[src/rtl/sync_fifo_buf.sv]
// sync_fifo_buf
//   Synchronous first-word-fall-through FIFO buffer with valid/ready
//   handshakes on both sides. The storage array has no reset. Words are
//   discarded by clearing the pointers.
//
// Parameters
//   DATA_WIDTH : payload width in bits
//   DEPTH      : number of entries (a power of two, >= 2)
//
// Ports
//   clk        : clock; all state changes happen on its rising edge
//   rst        : asynchronous, active-high reset
//   in_data    : upstream payload
//   in_valid   : upstream offers in_data
//   in_ready   : registered; the buffer can accept a word this cycle
//   out_data   : word at the read pointer (first-word fall-through)
//   out_valid  : out_data holds a stored word
//   out_ready  : downstream accepts out_data this cycle
//   level      : occupancy 0..DEPTH. This port exists only when the
//                BUF_LEVEL_EN macro is defined.
//
// Optional feature macro: BUF_LEVEL_EN

module sync_fifo_buf #(
    parameter int DATA_WIDTH = 8,
    parameter int DEPTH      = 4
) (
    input  logic                    clk,
    input  logic                    rst,
    input  logic [DATA_WIDTH-1:0]   in_data,
    input  logic                    in_valid,
    output logic                    in_ready,
    output logic [DATA_WIDTH-1:0]   out_data,
    output logic                    out_valid,
    input  logic                    out_ready
`ifdef BUF_LEVEL_EN
    ,
    output logic [$clog2(DEPTH):0]  level
`endif
);

    localparam int AW = $clog2(DEPTH);
    localparam logic [AW:0] PTR_ONE  = (AW+1)'(1);
    localparam logic [AW:0] FULL_OCC = (AW+1)'(DEPTH);

    // Each pointer carries one extra MSB that acts as a wrap bit. With it,
    // full and empty can be told apart when the low bits are equal.
    logic [AW:0]           wr_ptr_q, wr_ptr_d;
    logic [AW:0]           rd_ptr_q, rd_ptr_d;
    logic                  in_ready_q, in_ready_d;
    logic [DATA_WIDTH-1:0] mem_q [DEPTH];

    logic                  empty;
    logic                  full;
    logic                  push;
    logic                  pop;
    logic [AW:0]           occ_d;

    assign empty = (wr_ptr_q == rd_ptr_q);
    assign full  = (wr_ptr_q[AW-1:0] == rd_ptr_q[AW-1:0]) &&
                   (wr_ptr_q[AW] != rd_ptr_q[AW]);

    // in_ready_q is zero whenever the buffer is full. A push is therefore
    // never accepted on the same edge as the pop that frees a slot.
    assign push = in_valid && in_ready_q;
    assign pop  = !empty && out_ready;

    always_comb begin
        wr_ptr_d = wr_ptr_q;
        rd_ptr_d = rd_ptr_q;
        if (push) begin
            wr_ptr_d = wr_ptr_q + PTR_ONE;
        end
        if (pop) begin
            rd_ptr_d = rd_ptr_q + PTR_ONE;
        end
        occ_d      = wr_ptr_d - rd_ptr_d;
        in_ready_d = (occ_d != FULL_OCC);
    end

    always_ff @(posedge clk or posedge rst) begin
        if (rst) begin
            wr_ptr_q   <= '0;
            rd_ptr_q   <= '0;
            in_ready_q <= 1'b0;
        end else begin
            wr_ptr_q   <= wr_ptr_d;
            rd_ptr_q   <= rd_ptr_d;
            in_ready_q <= in_ready_d;
        end
    end

    // The storage array is deliberately left unreset. Clearing the
    // pointers already discards every stored word.
    always_ff @(posedge clk) begin
        if (push) begin
            mem_q[wr_ptr_q[AW-1:0]] <= in_data;
        end
    end

    assign in_ready  = in_ready_q;
    assign out_valid = !empty;
    assign out_data  = mem_q[rd_ptr_q[AW-1:0]];

`ifdef BUF_LEVEL_EN
    assign level = wr_ptr_q - rd_ptr_q;
`endif

endmodule

[config.mk]
export PLATFORM = sky130hd
export DESIGN_NAME = sync_fifo_buf
export DESIGN_NICKNAME = d
export VERILOG_FILES = /design/src/rtl/sync_fifo_buf.sv
export SDC_FILE = /design/constraint.sdc
export NUM_CORES = 1
export LEC_CHECK = 0
export CAP_MARGIN = 10
export CORE_ASPECT_RATIO = 1.2
export CORE_MARGIN = 4
export CORE_UTILIZATION = 48
export DETAILED_ROUTE_END_ITERATION = 6
export PLACE_DENSITY = 0.85
export SYNTH_ARGS = -nofsm -noshare
export SYNTH_HDL_FRONTEND = slang
export SYNTH_SLANG_ARGS = --single-unit
[constraint.sdc]
create_clock -name clk -period 2.01 [get_ports clk]
set_clock_uncertainty 0.05 [all_clocks]
set_input_delay 0.201 -clock clk [delete_from_list [all_inputs] [get_ports clk]]
set_output_delay 0.201 -clock clk [all_outputs]
set_load 0.05 [all_outputs]
# After elaboration in Yosys (flattened, before gate mapping)
# Memory sizes are Yosys's and may differ from the RTL's.
# Index checks and enable logic that the tools add are counted.
# W data, S select, Z words.
[classes]
eq_ne = 2
mux = 4
n_addsub = 3
n_reduce_logical = 3
[ops]
columns = ["op", "n"]
rows = [
  ["$add A3 B1 Y3 const B", 2],
  ["$mux W3", 2],
  ["$eq A3 B3 Y1", 1],
  ["$ne A3 B3 Y1 const B", 1],
  ["$sub A3 B3 Y3", 1],
  ["$logic_and A1 B1 Y1", 2],
  ["$mux W1", 2],
  ["$logic_not A1 Y1", 1],
]
[totals]
mem_count = 1
ramBits = 32
register_bits = 7
wordCells = 16
out_inout_bits = 10
[mem_list]
columns = ["memory", "words", "word_bits", "read_ports", "rd_clocked_by_memory_dff", "write_ports", "line", "rtl"]
rows = [
  ["mem_q", 4, 8, 1, 0, 1, "51", "logic [DATA_WIDTH-1:0] mem_q [DEPTH];"],
]

# Longest topological paths before layout
[logic_depth]
word_depth = 6
mapped_depth = 10

# Worst setup path after synthesis
# No wires, ideal clock.
[synth_path]
kind = "reg2reg"
start = "register rd_ptr_q[0]"
end = "register in_ready_q, in the netlist in_ready"
setup_time_ns = 0.079
arrival_time_ns = 1.932
t_required_ns = 1.881
path_buffers = 1
period_less_slack_ns = 2.061
setup_slack_ns = -0.051
path_stages_with_launch = 11
cell_sequence = "dfrtp_1 -> buf_6 -> xnor2_2 -> and2_4 -> a21bo_1 -> xnor2_1 -> ha_1 -> nor2b_1 -> xnor3_1 -> nor2b_1 -> mux2i_1"
[synth_via]
elab_chain_len = 6
word_cells_on_any_way = 7
classes_between = "2 x add/sub; 2 x eq/ne; 1 x mux; 2 x reduce/logical"
[synth_lines]
columns = ["item", "line", "rtl"]
rows = [
  ["start: declaration", "49", "logic [AW:0] rd_ptr_q, rd_ptr_d;"],
  ["start signal: assignment", "88", "rd_ptr_q <= rd_ptr_d;"],
  ["branches (longest 3 deep; another with $add A3 B1 Y3)", "--", ""],
  ["$mux W3 (*)", "74", "if (pop) begin"],
  ["named net rd_ptr_d[0]", "49", ""],
  ["$sub A3 B3 Y3 (*)", "77", "occ_d = wr_ptr_d - rd_ptr_d;"],
  ["$ne A3 B3 Y1 (*)", "78", "in_ready_d = (occ_d != FULL_OCC);"],
  ["named net in_ready_d", "50", "logic in_ready_q, in_ready_d;"],
  ["end signal: assignment", "89", "in_ready_q <= in_ready_d;"],
  ["end: declaration", "50", ""],
]
# Mark *: on every way through the listed nets, which the timed path passes.

# Worst setup path after layout
[layout_path]
start = "register wr_ptr_q[1]"
end = "register in_ready_q, in the netlist in_ready"
[layout_via]
elab_chain_len = 6
word_cells_on_any_way = 8
classes_between = "2 x add/sub; 2 x eq/ne; 2 x mux; 2 x reduce/logical"
[layout_lines]
columns = ["item", "line", "rtl"]
rows = [
  ["start: declaration", "48", "logic [AW:0] wr_ptr_q, wr_ptr_d;"],
  ["start signal: assignment", "87", "wr_ptr_q <= wr_ptr_d;"],
  ["branches (longest 4 deep; another with $add A3 B1 Y3)", "--", ""],
  ["$sub A3 B3 Y3 (*)", "77", ""],
  ["$ne A3 B3 Y1 (*)", "78", ""],
  ["named net in_ready_d", "50", ""],
]
# Marks and branches as above.

==> metrics <==
outcome finished, violations left; failing checks negative setup slack; worst stage delay on the critical path 430 ps; CP Data Arrival Time 2230 ps; Routed WL 2980 um; TritonCTS clock tree done; pins over their slew limit 0; final net count 143; count leader, synth edfxtp_1; R2R cell count 9; Root Buffer clkbuf_8; dominant synthesized flop cell edfxtp_1; H-tree depth 2; maxcap violations 0; Pre-antenna DRT Iters 3; Starting Density 0.506; Post-CTS Hold Buffers 0; clk sinks 39; Synth top area share 0.564; DRC 0; Critical Path Fanout Max 3; die height 73.2 um; DR WL/cell 18.4 um; Area growth, synth to finish 25.6%; Avg Cell Area, Syn 18.9 um^2; post-synthesis instance total 90; final number of hold-violating endpoints 0; fmax 476 MHz; CP max stage cell dfrtp_1; CP startpoint kind register; Top Ports 22; Seq cells post-synth 39; Chip Width 62.4 um; Synthesis Warnings 0; area leader, netlist edfxtp_1; GPL Wtd Cong 0.763; FFs w/ async S/R, synth 0.179; number of CTS-inserted buffers 5; final setup vio count 1; Routed Antenna Nets 0; largest net degree at the start of global routing 14; hpwl dp 2150 um; initial antenna violation count 0; grt ovf 0; IO Port Bufs 21; Setup CP Type register to register; initial DRC count 34; die footprint 0.00457 mm^2; RSZ-0062 raised after global routing yes; Seq/Total Area, Yosys 0.667; setup TNS -91.6 ps; Top delay family on crit path XOR/XNOR gates; # diodes 0; number of global-route vias before repair 1,053; Longest Clk Path Bufs 2; nature of the critical path endpoint register; slew margin rel. 0.670; measured slew at the worst slew-check pin 494 ps; main area contributors after synthesis edfxtp_1, mux4_1, dfrtp_1; Synth top cells by count edfxtp_1, mux4_1, dfrtp_1, ha_1, inv_1; first-pass GRT wire length 4970 um; layout cells sized above 1 0.296; Post-Synthesis Net Count 109; Min-Delay Path Class primary input to async pin; Clk Latency, worst-skew pair 290 ps; cell-by-cell trace of the critical path xnor2_2 > and2_4 > a21bo_4 > mux2i_1 > ha_2 > nor2b_4 > xnor3_1 > nor2b_4 > mux2i_1; Site Rows 23; Critical path origin wr_ptr_q[1]; Crit path depth 9; Cell Count Post-Placement 152; Post-Synthesis Cell Area 0.00170 mm^2; Synth cell types 23; GRT Total Usage 0.149; final non-filler cell total 162; Post-synth EDFFs 32; Critical Path RT 2140 ps; Critical R2R Launch wr_ptr_q[1]; filler instances 240; final worst path period share 1.05; clock slew at reported path FFs 80 ps; Crit path buffers/inverters 0; core area 0.00337 mm^2; vias per inst 5.57; Final min period 2100 ps; PnR worst setup slack -91.6 ps; vias after detailed routing 903
## cells in the final DEF, fill, tap and decap left out, types with 2 or more instances in the layout
master,netlist,final
buf_4,0,17
edfxtp_1,32,32
mux4_1,8,8
xnor2_2,1,2
dfrtp_1,7,7
mux2i_1,2,2
nor2b_4,0,2
ha_1,7,5
nand2_1,4,4
inv_1,6,6
and3_1,4,4
xnor2_1,5,3
clkinvlp_4,0,2
clkdlybuf4s50_1,0,12
ha_2,0,2
clkbuf_8,0,5
## kinds of logic after synthesis
logic type	count (synthesis)	synth area share
flip-flops	39	0.667
multiplexers	12	0.151
AND/OR/NAND/NOR	12	0.0382
buffers and inverters	9	0.0250
XOR/XNOR	7	0.0485
adder cells (fa/ha/maj)	7	0.0514
AO/OA/AOI/OAI	4	0.0191
## layer usage
layer  global-route usage  part of all wire  wire length (um)
met4               0.0873             0.029                87
met5                    0                 0                 0
met2                0.274              0.56              1660
met1                0.140              0.37              1100
met3               0.0539             0.046               136
## through the flow
stage,setup WS (ps),hold slack [ps],util,instance area (um^2)
2_1_floorplan,-50.5,-45.6,-,1720
4_1_cts,-62.7,85.5,0.628,2110
5_1_grt,-227,90.6,0.635,2140
6_report,-91.6,85.7,0.635,2140
3_5_place_dp,-84.5,411,0.593,2000
3_3_place_gp,10.3,396,0.593,2000
## layout make-up
cell class / instances / area [um^2] / area share
flip-flops and latches: 39 / 1140 / 0.531
multi-input cells: 42 / 577 / 0.270
repair buffers: 30 / 268 / 0.125
clock buffers: 5 / 68.8 / 0.0322
well taps: 37 / 46.3 / 0.0217
inverters: 6 / 22.5 / 0.0105
clock inverters: 3 / 20.0 / 0.00936
## timing repair
action                                  4_1_cts  5_1_grt
gates resized for setup                       4        3
buffers inserted                              0        2
endpoints found under the setup margin        1        9
pin swaps                                     2        1
## registers in the layout (all words and copies together), names as in the netlist
signal and count:
in_ready 1, wr_ptr_q 3, rd_ptr_q 3, mem_q 32
## worst paths after layout
| check | end | slack [ps] |
|---|---|---|
| worst max-delay path | in_ready | -90 |
| worst min-delay path | in_ready | 90 |
| worst max register to register | in_ready | -90 |
| worst min register to register | rd_ptr_q[2] | 590 |
| max in group asynchronous | wr_ptr_q[1] | 1600 |
| min in group clk | mem_q[2][6] | 490 |
## worst register-to-register path: stages, from the launching register on
cell and delay, ps:
dfrtp_1 430, xnor2_2 250, and2_4 190, a21bo_4 160
mux2i_1 210, ha_2 220, nor2b_4 40, xnor3_1 220
nor2b_4 140, mux2i_1 70
Power is left out: the tool's default activity adds up to more than one toggle a clock period on the data nets, which glitch-free logic cannot reach.
